--- src/rtl/ram_16x8_programavel.sv ---
// ram_16x8_programavel
// 16 x 8 program/data RAM addressed by the MAR.
// Program mode: a debounced front-panel push-button writes the DIP switch
// byte into the addressed word, exactly once per press.
// Run mode: the addressed word is driven onto the W-bus on RAM_OUT.
// The storage array has no reset; clear only affects the button/FSM logic.
module ram_16x8_programavel #(
  parameter int DEBOUNCE_CYCLES = 4
) (
  input  logic       clock,
  input  logic       clear,
  input  logic       programm_run,
  input  logic [3:0] addr,
  input  logic       RAM_OUT,
  input  logic [7:0] ram_dip,
  input  logic       write_btn,
  output logic [7:0] bus_out,
  output logic       bus_oe,
  output logic [7:0] data_view,
  output logic       write_busy,
  output logic       write_done
);

  // Counter must hold 0..DEBOUNCE_CYCLES-1; terminal value ends a debounce window.
  localparam int               CNT_W    = $clog2(DEBOUNCE_CYCLES + 1);
  localparam logic [CNT_W-1:0] CNT_ZERO = CNT_W'(0);
  localparam logic [CNT_W-1:0] CNT_ONE  = CNT_W'(1);
  localparam logic [CNT_W-1:0] CNT_LAST = CNT_W'(DEBOUNCE_CYCLES - 1);

  typedef enum logic [1:0] {
    ST_IDLE    = 2'd0,
    ST_PRESS   = 2'd1,
    ST_WRITE   = 2'd2,
    ST_RELEASE = 2'd3
  } state_t;

  state_t           r_state;
  logic [CNT_W-1:0] r_cnt;
  logic             r_sync1;
  logic             r_btn_s;
  logic [7:0]       r_mem [16];

  logic             w_commit;
  logic [7:0]       w_rd_data;

  // A write commits only from WRITE in program mode and never while clear is high.
  assign w_commit   = (r_state == ST_WRITE) & ~programm_run & ~clear;
  assign w_rd_data  = r_mem[addr];

  assign data_view  = w_rd_data;
  assign bus_oe     = RAM_OUT & programm_run & ~clear;
  assign bus_out    = bus_oe ? w_rd_data : 8'h00;
  assign write_busy = (r_state != ST_IDLE);
  assign write_done = w_commit;

  // Two-stage synchroniser bringing the raw button into the clock domain.
  always_ff @(posedge clock) begin
    if (clear) begin
      r_sync1 <= 1'b0;
      r_btn_s <= 1'b0;
    end else begin
      r_sync1 <= write_btn;
      r_btn_s <= r_sync1;
    end
  end

  // Press/write/release sequencer with a shared debounce counter.
  always_ff @(posedge clock) begin
    if (clear) begin
      r_state <= ST_IDLE;
      r_cnt   <= CNT_ZERO;
    end else begin
      case (r_state)
        ST_IDLE: begin
          if (!programm_run && r_btn_s) begin
            r_state <= ST_PRESS;
            r_cnt   <= CNT_ZERO;
          end else begin
            r_state <= ST_IDLE;
            r_cnt   <= CNT_ZERO;
          end
        end
        ST_PRESS: begin
          if (programm_run || !r_btn_s) begin
            // Mode change or a bounce: give up without writing.
            r_state <= ST_IDLE;
            r_cnt   <= CNT_ZERO;
          end else if (r_cnt == CNT_LAST) begin
            r_state <= ST_WRITE;
            r_cnt   <= CNT_ZERO;
          end else begin
            r_state <= ST_PRESS;
            r_cnt   <= r_cnt + CNT_ONE;
          end
        end
        ST_WRITE: begin
          // Single cycle; always wait for release so a held button writes once.
          r_state <= ST_RELEASE;
          r_cnt   <= CNT_ZERO;
        end
        ST_RELEASE: begin
          if (programm_run) begin
            r_state <= ST_IDLE;
            r_cnt   <= CNT_ZERO;
          end else if (r_btn_s) begin
            // Any high sample restarts the release window.
            r_state <= ST_RELEASE;
            r_cnt   <= CNT_ZERO;
          end else if (r_cnt == CNT_LAST) begin
            r_state <= ST_IDLE;
            r_cnt   <= CNT_ZERO;
          end else begin
            r_state <= ST_RELEASE;
            r_cnt   <= r_cnt + CNT_ONE;
          end
        end
        default: begin
          r_state <= ST_IDLE;
          r_cnt   <= CNT_ZERO;
        end
      endcase
    end
  end

  // Storage array: no reset, written only by a committing WRITE cycle.
  always_ff @(posedge clock) begin
    if (w_commit) begin
      r_mem[addr] <= ram_dip;
    end
  end

endmodule

--- config.mk ---
export PLATFORM = sky130hd
export DESIGN_NAME = ram_16x8_programavel
export DESIGN_NICKNAME = d
export VERILOG_FILES = /design/src/rtl/ram_16x8_programavel.sv
export SDC_FILE = /design/constraint.sdc
export NUM_CORES = 1
export LEC_CHECK = 0
export CAP_MARGIN = 10
export CORE_AREA = 3 3 128 130
export CTS_BUF_LIST = sky130_fd_sc_hd__clkbuf_16
export DETAILED_ROUTE_END_ITERATION = 10
export DIE_AREA = 0 0 131 133
export PLACE_DENSITY = 0.56
export SLEW_MARGIN = 20
export SYNTH_ARGS = -nofsm -noshare
export SYNTH_HDL_FRONTEND = slang
export SYNTH_SLANG_ARGS = --single-unit
--- constraint.sdc ---
create_clock -name clock -period 2.3 [get_ports clock]
set_clock_uncertainty 0.15 [all_clocks]
set_input_delay 0.575 -clock clock [delete_from_list [all_inputs] [get_ports clock]]
set_output_delay 0.575 -clock clock [all_outputs]
set_load 0.02 [all_outputs]
### After elaboration in Yosys (flattened, before gate mapping)

Memories as Yosys holds them, arrays and structs flattened.
Cells that the tools add are included.
W data, S select, Z words.

| cells by class | value |
|---|---|
| add/subtract/negate cells | 1 |
| eq/ne operators | 4 |
| mux-type cells | 15 |
| bitwise gates (word level) | 6 |
| reductions and logical operators | 7 |

Operator list:

| kind | count |
|---|---|
| $mux W3 | 4 |
| $mux W2 | 5 |
| $pmux W3 S3 | 1 |
| $mux W8 | 1 |
| $pmux W2 S4 | 1 |
| $and A1 B1 Y1 | 4 |
| $eq A2 B2 Y1 const B | 2 |
| $add A3 B1 Y3 const B | 1 |
| $eq A3 B2 Y1 const B | 1 |
| $mux W1 | 3 |
| $eq A2 B1 Y1 const B | 1 |
| $logic_not A1 Y1 | 2 |
| $logic_not A2 Y1 | 1 |
| $not A1 Y1 | 2 |
| $reduce_bool A2 Y1 | 1 |
| $reduce_or A2 Y1 | 1 |
| $logic_and A1 B1 Y1 | 1 |
| $logic_or A1 B1 Y1 | 1 |

| word-level totals | value |
|---|---|
| register bits after elaboration | 7 |
| bits in writable memories | 128 |
| bits of input ports | 17 |
| output and inout port bits | 19 |
| logic and storage cells | 38 |
| memories | 1 |

Memory list:

| name | depth | bits a word | rd ports | clocked after memory_dff | wr ports | line | text |
|---|---|---|---|---|---|---|---|
| r_mem | 16 | 8 | 1 | 0 | 1 | 41 | `logic [7:0] r_mem [16];` |

### Depth between registers and ports, before layout

Gate-level depths: netlist of the first run.

| depth | value |
|---|---|
| depth after elaboration | 5 |
| depth in mapped cells | 5 |
| gate-level depth less buffers | 5 |

### Least setup slack after synthesis of the first run

Ideal clock, no wire load.

| path | value |
|---|---|
| path kind | input to output |
| from | input port addr[2] |
| to | output port bus_out[0] |
| data arrival time | 1.773 ns |
| required time | 1.575 ns |
| setup slack | -0.198 ns |
| stages | 5 |
| buffers on the path | 2 |
| path through | buf_6 buf_8 mux4_2 o22ai_1 nor3_1 |

| between the ends | value |
|---|---|
| word-level cells in the longest chain between the ends | 2 |

Ends and longest elaborated chain:

| what | line | text |
|---|---|---|
| start, declared | 13 | `input logic [3:0] addr,` |
| $mem_v2 Z16 W8 | - |  |
| $mux W8 | 52 | `assign bus_out = bus_oe ? w_rd_data : 8'h00;` |
| end, declared | 17 | `output logic [7:0] bus_out,` |

Every way passes these cells.

### Final worst setup path of the first run

| path | value |
|---|---|
| from | input port addr[2] |
| to | output port bus_out[7] |

The elaborated chain is that of the path after synthesis.

==> metrics, run 1 <==
count of non-filler cells in the finished layout 600; Max-Cap Viols 0; number of buffer and inverter instances along the worst setup path 4; share of synthesized area occupied by flip-flops and latches 0.7462; worst reg-to-reg setup slack 0.17 ns; total die area 17420 um2; top achievable clock speed 366.4 MHz; final clock period utilization by the worst path 1.187; maximum number of pins on one net before global-route repair 17; routed via count 2847; CTS tree built; unrepaired setup endpoints after global routing true; Setup-failing EPs final 16; Pwr per Cell Area 763.2 nW/um2; multi-input logic area 1560 um2; overall power consumption 5.637 mW; post-synthesis area per instance 19.92 um2; maximum cell stage delay along the critical path roughly 0.53 ns; standby leakage power approximately 2.5 nW; CP endpoint kind output pin; vias in the first global route 3021; slowest stage cell, crit path sky130_fd_sc_hd__mux4_2; fillers about 1.3k; area of the mapped netlist ~5300 um2; starting density of the core 0.3499; Final Hold Vio Count 0; normalized max-slew margin 0.5733; outcome complete, but fails checks; placed cell areas 6571 um2; type of the worst setup path in -> out; count of unique library cells instantiated by Yosys 32; IO buf count 35; first-iteration detailed-routing DRC count 173; warnings from Yosys 0; Congestion Overflow GR 0; height of the die 133 um; synthesized instance count 268; pre-CTS WS -0.9894 ns; length of the first detailed-routing pass in iterations 4; final critical delay including setup and external delays 2.730 ns; Detailed Place HPWL 7.923 mm; via density per instance 4.745; first-pass GRT wire length 18.24 mm; element type at the critical path start input pin; Sequential cell area ~4000 um2; Cell Rows 45; clock transition at the register clock pins on the worst setup and hold paths after CTS approximately 0.06 ns; data required time of the worst path approximately 1.6 ns; count of antenna-violating nets left after detailed routing 0; signal arrival time at the worst endpoint about 2 ns; final worst setup slack -0.4295 ns; Post-Route WL 11.93 mm; worst hold path type reg -> reg; clock buffer depth 2; overall routing resource usage 0.1470; Seq cells post-synth between 100 and 150; total CTS buffers 17; Layout area overhead 38.34%; Post-Place Cells 558; number of nets in the final layout 394; Worst Hold Margin roughly 0.28 ns; boundary pin count 36; average detailed-routed wire length per instance 19.88 um; chain of cells forming the critical path buf_12, buf_12, mux4_2, nor2b_4, a211oi_2, buf_4, nor3_2, buf_4; total inserted antenna cells 0; horizontal die dimension 131 um; share of cells above drive strength 1 0.4987; clock latency on the worst-skew pair 0.42 ns; final weighted congestion in routability-driven placement 0.7393; Synth Net Count ~290; gate family responsible for the most delay along the worst path buffers and inverters; number of antenna violations at the first check in global routing 0; # H-tree levels 4; post-detailed-route DRC marker count 0; final design utilization 0.4841; CTS Sinks around 140; transition time of the tightest slew-check pin 0.6381 ns; number of hold buffers added after cts 0; failing checks negative setup slack; final design instance area without fill 7386 um2; number of pins with negative max-slew slack in the final report 0; setup TNS -5.980 ns; maximum fanout count along the critical path 8; worst-case vdd ir drop 549.3 uV; total core area 15260 um2; clock root cell sky130_fd_sc_hd__clkbuf_16
cells in the final DEF (no fill, tap or decap), types with 11 or more instances in the layout:
cell type / n
sky130_fd_sc_hd__edfxtp_1: 128
sky130_fd_sc_hd__buf_4: 56
sky130_fd_sc_hd__mux4_2: 32
sky130_fd_sc_hd__clkbuf_16: 19
sky130_fd_sc_hd__nor2_1: 15
sky130_fd_sc_hd__buf_6: 15
sky130_fd_sc_hd__nor3_2: 12
sky130_fd_sc_hd__clkdlybuf4s50_1: 11
sky130_fd_sc_hd__buf_12: 11
cell families after synthesis:
group / count (synthesis) / synth area share
compound gates: 21 / 0.03257
simple gates: 64 / 0.06492
mux: 32 / 0.1357
buf+inv: 14 / 0.01664
flops: 135 / 0.7462
fa+ha+maj: 1 / 0.002343
xor+xnor: 1 / 0.001641
metal layers:
metal | track usage | wire (um) | up-vias
met5 | 0 | 0 | -
met3 | 0.03956 | 471 | 8
met2 | 0.2291 | 5898 | 68
met1 | 0.1969 | 5430 | 1454
met4 | 0.05486 | 129 | 0
li1 | - | - | 1317
cells in the mapped netlist, drive strengths merged:
| cell type | instances | area [um2] |
|---|---|---|
| a2111oi | 1 | 8.760 |
| edfxtp | 128 | 3844 |
| buf | 10 | 73.81 |
| or3b | 1 | 8.760 |
| ha | 1 | 12.51 |
| nand2b | 3 | 18.77 |
| nor2 | 23 | 86.33 |
| clkbuf | 2 | 7.510 |
| nor3 | 13 | 70.07 |
| nand3 | 2 | 10.01 |
| a21oi | 3 | 15.01 |
| a211oi | 8 | 95.09 |
| o21ai | 1 | 5.000 |
| nand4b | 1 | 8.760 |
| dfxtp | 7 | 140.1 |
| o22ai | 8 | 50.05 |
| nand2 | 4 | 15.01 |
| or2 | 1 | 6.260 |
| nand3b | 3 | 22.52 |
| nor4b | 1 | 23.77 |
| xor2 | 1 | 8.760 |
| nor3b | 1 | 7.510 |
| mux4 | 32 | 724.4 |
| inv | 2 | 7.510 |
| nor2b | 11 | 68.82 |
power by group:
part,internal (mW),total (mW),switching (mW)
Sequential,2.69,2.69,0.00150
Combinational,0.245,0.479,0.234
Clock,1.49,2.47,0.978
Total,4.42,5.64,1.21
path summary, 6_finish.rpt:
kind,from,to,depth (start not counted)
max,addr[2],bus_out[7],8
min,r_cnt[0]$_SDFF_PP0_,r_cnt[0]$_SDFF_PP0_,1
max reg2reg,r_state[1]$_SDFF_PP0_,r_mem[0][6]$_DFFE_PP_,5
min reg2reg,r_cnt[0]$_SDFF_PP0_,r_cnt[0]$_SDFF_PP0_,1
state kept, by name (all words and copies together), names as in the netlist:
name	cells
r_btn_s	1
r_cnt	3
r_mem	128
r_state	2
r_sync1	1
worst reg2reg max path, delay by kind of cell (launching register included):
family | cells | cell delay, ns
simple gates | 3 | 0.83
flops | 1 | 0.43
buf+inv | 2 | 0.41
what timing repair did:
item                       in CTS  in global routing
resized for setup             127                  9
pin swaps                      12                  2
cloned                          2                  0
setup endpoints to repair      51                 24
buffers inserted                8                  0
area by class of cell:
class,instances,share of cell area
Multi-Input combinational cell,119,0.2112
Clock buffer,19,0.06437
Sequential cell,135,0.5396
Clock inverter,13,0.009995
Inverter,2,0.001016
Timing Repair Buffer,101,0.1381
Tap cell,211,0.03574
Power figures use the tool's default switching activity.
==> run 2, diff against run 1 <==
- MAX_ROUTING_LAYER: unset -> met4
==> run 2 against run 1 <==
Effect of this change:
- the run still ends with negative setup slack left
- combinational power hardly changed
- total power about the same
- wire length is essentially flat
- sequential share of layout area hardly changed
- worst setup slack hardly changed
- register-to-register slack improved by 0.04 ns
- fmax about the same
- first-iteration DRC count rose by 16%
- worst hold slack improved by 0.0013 ns
- global-route usage up 0.49 points
- largest cell class unchanged
==> metrics, run 2 (synthesized netlist as in run 1, its figures left out) <==
routed via count 2854 (was 2847); overall routing resource usage 0.1519 (was 0.1470); element type at the critical path start input pin (unchanged); power share of the clock group 0.437 (was 0.438); overall power consumption 5.635 mW (was 5.637 mW); via density per instance 4.757 (was 4.745); first-pass GRT wire length 18.29 mm (was 18.24 mm); standby leakage power 2.528 nW (was 2.526 nW); count of antenna-violating nets left after detailed routing 0 (unchanged); Setup-failing EPs final 16 (unchanged); Net Sw Power 1.212 mW (was 1.213 mW); final critical delay including setup and external delays 2.730 ns (about the same); starting density of the core 0.3499 (unchanged); horizontal die dimension 131 um (unchanged); failing checks negative setup slack (unchanged); part of the total power dissipated in combinational logic 0.085 (about the same); Detailed Place HPWL 7.923 mm (unchanged); Worst Hold Margin 0.2838 ns (was 0.2826 ns); placed cell areas 6571 um2 (unchanged); worst hold path type reg -> reg (unchanged); final clock period utilization by the worst path 1.187 (about the same); maximum fanout count along the critical path 8 (unchanged); first-iteration detailed-routing DRC count 200 (was 173); normalized max-slew margin 0.5704 (was 0.5733); number of pins with negative max-slew slack in the final report 0 (unchanged); commonest non-fill, non-tap cells in the layout 128 x sky130_fd_sc_hd__edfxtp_1, 56 x sky130_fd_sc_hd__buf_4, 32 x sky130_fd_sc_hd__mux4_2 (unchanged); Reg with most FFs r_mem (unchanged); # H-tree levels 4 (unchanged); slowest stage cell, crit path sky130_fd_sc_hd__mux4_2 (unchanged); data required time of the worst path 1.57 ns (about the same); type of the worst setup path in -> out (unchanged); Post-Route WL 11.94 mm (was 11.93 mm); Layout area overhead 38.39% (was 38.34%); signal arrival time at the worst endpoint 2.00 ns (about the same); CP endpoint kind output pin (unchanged); Pwr per Cell Area 762.8 nW/um2 (was 763.2 nW/um2); pre-CTS WS -0.9894 ns (unchanged); flip-flop count of the largest register, all copies and words added 128 (unchanged); share of cells above drive strength 1 0.5013 (was 0.4987); outcome complete, but fails checks (unchanged); clock latency on the worst-skew pair 0.41 ns (was 0.42 ns); number of hold buffers added after cts 0 (unchanged); height of the die 133 um (unchanged); setup TNS -5.986 ns (was -5.980 ns); average detailed-routed wire length per instance 19.89 um (was 19.88 um); top achievable clock speed 366.3 MHz (was 366.4 MHz); length of the first detailed-routing pass in iterations 4 (unchanged); IO buf count 35 (unchanged); total inserted antenna cells 0 (unchanged); Final Hold Vio Count 0 (unchanged); number of buffer and inverter instances along the worst setup path 4 (unchanged); number of nets in the final layout 394 (unchanged); final design instance area without fill 7388 um2 (was 7386 um2); top flop regs r_mem: 128 flops, r_cnt: 3 flops, r_state: 2 flops (unchanged); post-detailed-route DRC marker count 0 (unchanged); number of antenna violations at the first check in global routing 0 (unchanged); total CTS buffers 17 (unchanged); unrepaired setup endpoints after global routing true (unchanged); Max-Cap Viols 0 (unchanged); CTS Sinks 135 (unchanged); CTS tree built (unchanged); worst-case vdd ir drop 548.4 uV (was 549.3 uV); sequential share of power 0.478 (was 0.477); maximum number of pins on one net before global-route repair 17 (unchanged); final weighted congestion in routability-driven placement 0.7485 (was 0.7393); total core area 15260 um2 (unchanged); fraction of power spent switching nets 0.2150 (was 0.2152); chain of cells forming the critical path buf_12, buf_12, mux4_2, nor2b_4, a211oi_2, buf_4, nor3_2, buf_4 (unchanged); most common cell after layout, fill and taps aside sky130_fd_sc_hd__edfxtp_1 (unchanged); vias in the first global route 3014 (was 3021); internal portion of total power 4.424 mW (about the same); gate family responsible for the most delay along the worst path buffers and inverters (unchanged); total die area 17420 um2 (unchanged); Cell Rows 45 (unchanged); final worst setup slack -0.4300 ns (was -0.4295 ns); transition time of the tightest slew-check pin 0.6424 ns (was 0.6381 ns); Congestion Overflow GR 0 (unchanged); clock root cell sky130_fd_sc_hd__clkbuf_16 (unchanged); boundary pin count 36 (unchanged); clock transition at the register clock pins on the worst setup and hold paths after CTS 0.06 ns (about the same); maximum cell stage delay along the critical path 0.53 ns (about the same); clock buffer depth 2 (unchanged)
## run 2: cell types whose count changed in the layout (fill, tap and decap cells not counted)
cell,previous run,this run
sky130_fd_sc_hd__or3b_1,1,0
sky130_fd_sc_hd__or3b_4,0,1
## run 2: worst paths after layout
path / startpoint / endpoint / slack (ns) / cells after the start
setup / recovery: addr[2] / bus_out[7] / -0.43 / 8
hold / removal: r_cnt[0]$_SDFF_PP0_ / r_cnt[0]$_SDFF_PP0_ / 0.28 / 1
setup reg to reg: r_state[1]$_SDFF_PP0_ / r_mem[0][4]$_DFFE_PP_ / 0.21 / 5
hold reg to reg: r_cnt[0]$_SDFF_PP0_ / r_cnt[0]$_SDFF_PP0_ / 0.28 / 1
## run 2: worst reg2reg max path: cells and delay by family (launching register included)
kind / cells / cell delay, ns
buffers and inverters: 2 / 0.41
flip-flops: 1 / 0.43
AND/OR/NAND/NOR: 3 / 0.80
## run 2: metal layers
metal | share of wire | global-route usage
met1 | 0.45 | 0.1982
met2 | 0.50 | 0.2294
met3 | 0.042 | 0.03956
met4 | 0.016 | 0.05486
met5 | 0 | -
## run 2: metrics by stage
step | util | std cells
2_1_floorplan | - | 268
3_3_place_gp | 0.4307 | 558
3_5_place_dp | 0.4307 | 558
4_1_cts | 0.4818 | 600
5_1_grt | 0.4842 | 600
6_report | 0.4842 | 600
## run 2: power by group through the flow
stage / clock, mW / sequential, mW / combinational [mW]
after floorplan: 0 / 2.74 / 0.200
after global placement: 0 / 2.74 / 0.415
after detailed placement: 0 / 2.74 / 0.418
after CTS: 2.53 / 2.69 / 0.480
after global routing: 2.64 / 2.69 / 0.510
final: 2.46 / 2.69 / 0.479
## run 2: timing repair
action	in CTS	in global routing
cloned	2	0
pin swaps	12	2
gates resized for setup	127	10
setup endpoints to repair	51	29
buffers inserted	8	0
## run 2: cell type report
class                      count  area [um2]
clock buffer                  19       475.5
inverter                       2       7.507
tap                          211       264.0
multi-input combinational    119        1563
sequential                   135        3985
timing repair buffer         101        1020
clock inverter                13       73.82
fill                        1266        7870
==> run 3, diff against run 2 <==
- CORE_AREA: 3 3 128 130 -> 2 2 127 129
- DIE_AREA: 0 0 131 133 -> 0 0 129 131
==> run 3 against run 2 <==
Effect of this change:
- highest routed layer unchanged
- critical endpoint is now bus_out[2]
- critical path depth unchanged
- final cell count grew 1.0%
- clock power rose by 17%
- sequential cell count is the same
- first-iteration DRC count up 22%
- the flow still finishes with violations (negative setup slack)
==> metrics, run 3 (synthesized netlist as in run 1, its figures left out) <==
Cell Rows 46 (was 45); total CTS buffers 17 (unchanged); met2 Use GR 0.2509 (was 0.2294); horizontal die dimension 129 um (was 131 um); vias in the first global route 3026 (was 3014); post-detailed-route DRC marker count 0 (unchanged); worst hold path type reg -> reg (unchanged); CP endpoint kind output pin (unchanged); Cells on Worst Hold Path 1 (unchanged); clock buffer depth 2 (unchanged); length of the first detailed-routing pass in iterations 4 (unchanged); number of hold buffers added after cts 0 (unchanged); # H-tree levels 4 (unchanged); final critical delay including setup and external delays 2.724 ns (was 2.730 ns); multi-input logic area 1511 um2 (was 1563 um2); flip-flop count of the largest register, all copies and words added 128 (unchanged); maximum number of pins on one net before global-route repair 17 (unchanged); chain of cells forming the critical path buf_12, buf_12, mux4_2, nor2b_4, a211oi_4, buf_6, nor3_4, buf_6 (was buf_12, buf_12, mux4_2, nor2b_4, a211oi_2, buf_4, nor3_2, buf_4); total inserted antenna cells 0 (unchanged); most common cell after layout, fill and taps aside sky130_fd_sc_hd__edfxtp_1 (unchanged); standby leakage power 2.559 nW (was 2.528 nW); transition time of the tightest slew-check pin 0.6588 ns (was 0.6424 ns); IO buf count 35 (unchanged); CTS Sinks 135 (unchanged); most utilized layer in the global route result met2 (unchanged); top flop regs r_mem: 128 flops, r_cnt: 3 flops, r_state: 2 flops (unchanged); Sequential cell area 3985 um2 (unchanged); maximum fanout count along the critical path 7 (was 8); commonest non-fill, non-tap cells in the layout 128 x sky130_fd_sc_hd__edfxtp_1, 58 x sky130_fd_sc_hd__buf_4, 32 x sky130_fd_sc_hd__mux4_2 (was 128 x sky130_fd_sc_hd__edfxtp_1, 56 x sky130_fd_sc_hd__buf_4, 32 x sky130_fd_sc_hd__mux4_2); final worst setup slack -0.4243 ns (was -0.4300 ns); total die area 16900 um2 (was 17420 um2); count of non-filler cells in the finished layout 606 (was 600); first-iteration detailed-routing DRC count 243 (was 200); worst min-delay path startpoint r_cnt[0]$_SDFF_PP0_ (unchanged); final design utilization 0.4750 (was 0.4842); maximum cell stage delay along the critical path 0.52 ns (was 0.53 ns); first-pass GRT wire length 17.84 mm (was 18.29 mm); total core area 15600 um2 (was 15260 um2); clock latency on the worst-skew pair 0.41 ns (about the same); Final Hold Vio Count 0 (unchanged); slowest stage cell, crit path sky130_fd_sc_hd__mux4_2 (unchanged); placed cell areas 6590 um2 (was 6571 um2); Pwr per Cell Area 810.0 nW/um2 (was 762.8 nW/um2); pre-CTS WS -0.9715 ns (was -0.9894 ns); worst-case vdd ir drop 558.7 uV (was 548.4 uV); element type at the critical path start input pin (unchanged); number of antenna violations at the first check in global routing 0 (unchanged); Setup-failing EPs final 16 (unchanged); met1 Usage GRT 0.1891 (was 0.1982); final design instance area without fill 7408 um2 (was 7388 um2); depth of the worst register-to-register path 5 (unchanged); failing checks negative setup slack (unchanged); overall routing resource usage 0.1564 (was 0.1519); count of antenna-violating nets left after detailed routing 0 (unchanged); routed via count 2911 (was 2854); overall power consumption 6.000 mW (was 5.635 mW); worst reg-to-reg setup slack 0.28 ns (was 0.21 ns); top achievable clock speed 367.1 MHz (was 366.3 MHz); CTS tree built (unchanged); starting density of the core 0.3423 (was 0.3499); Detailed Place HPWL 7.861 mm (was 7.923 mm); Post-Place Cells 568 (was 558); Congestion Overflow GR 0 (unchanged); end of the worst hold path r_cnt[0]$_SDFF_PP0_ (unchanged); outcome complete, but fails checks (unchanged); clock transition at the register clock pins on the worst setup and hold paths after CTS 0.05 ns (was 0.06 ns); via density per instance 4.804 (was 4.757); number of pins with negative max-slew slack in the final report 0 (unchanged); capture point of the worst reg-to-reg path r_mem[12][7]$_DFFE_PP_ (was r_mem[0][4]$_DFFE_PP_); share of cells above drive strength 1 0.5077 (was 0.5013); Post-Route WL 11.46 mm (was 11.94 mm); type of the worst setup path in -> out (unchanged); number of nets in the final layout 395 (was 394); boundary pin count 36 (unchanged); unrepaired setup endpoints after global routing true (unchanged); GR Util met3 0.04194 (was 0.03956); Max-Cap Viols 0 (unchanged); final weighted congestion in routability-driven placement 0.7518 (was 0.7485); average detailed-routed wire length per instance 18.92 um (was 19.89 um); height of the die 131 um (was 133 um); data required time of the worst path 1.57 ns (about the same); reg-to-reg startpoint r_state[1]$_SDFF_PP0_ (unchanged); fillers 1324 (was 1266); signal arrival time at the worst endpoint 2.00 ns (about the same); final clock period utilization by the worst path 1.184 (was 1.187); Reg with most FFs r_mem (unchanged); Layout area overhead 38.76% (was 38.39%); clock root cell sky130_fd_sc_hd__clkbuf_16 (unchanged); normalized max-slew margin 0.5594 (was 0.5704)
run 3: cell count changes in the layout (fill, tap and decap cells not counted), moves of 5 or more:
cell	previous run	this run
sky130_fd_sc_hd__bufinv_16	0	5
sky130_fd_sc_hd__inv_4	5	0
sky130_fd_sc_hd__o22ai_2	0	5
sky130_fd_sc_hd__o22ai_4	8	3
run 3: critical path, delay by kind of cell:
kind	cells	cell delay (ns)
muxes	1	0.52
buffers and inverters	4	0.49
AOI/OAI and AO/OA	1	0.22
and+or+nand+nor	2	0.19
run 3: routing by layer:
metal	share of wire	routed length (um)
met3	0.041	475
met2	0.51	5892
met4	0.015	172
met5	0	0
met1	0.43	4922
run 3: through the flow:
stage / setup TNS (ns) / hold WS (ns)
final: -6.109 / 0.2840
after global routing: -7.088 / 0.2931
after CTS: -6.804 / 0.2848
after detailed placement: -73.02 / 0.2773
after global placement: -73.05 / 0.2681
after floorplan: -4.593 / 0.2584
run 3: how the worst max path moves through the flow:
stage | slack [ns] | end | start | cells after the start
global route | -0.48 | bus_out[5] | addr[2] | 8
floorplan | -0.12 | r_mem[12][0]$_DFFE_PP_ | programm_run | 3
detailed placement | -0.97 | data_view[4] | addr[2] | 7
global placement | -0.97 | bus_out[2] | addr[2] | 8
finish | -0.42 | bus_out[2] | addr[2] | 8
CTS | -0.50 | bus_out[2] | addr[2] | 8
run 3: timing repair:
item / CTS / global route
resized for setup: 116 / 20
setup endpoints to repair: 94 / 25
pin swaps: 11 / 6
cloned: 1 / 1
buffers inserted: 4 / 1
hold endpoints to repair: 0 / 0
run 3: final cells by class:
type,count,area share
clock buffers,17,0.05742
clock inverters,15,0.02820
inverters,2,0.001013
multi-input cells,119,0.2040
flip-flops and latches,135,0.5379
well taps,216,0.03648
repair buffers,102,0.1349
run 3: power breakdown:
part	internal [mW]	switching, mW
clock	1.91	0.970
sequential	2.69	0.00153
combinational	0.218	0.215
total	4.81	1.19
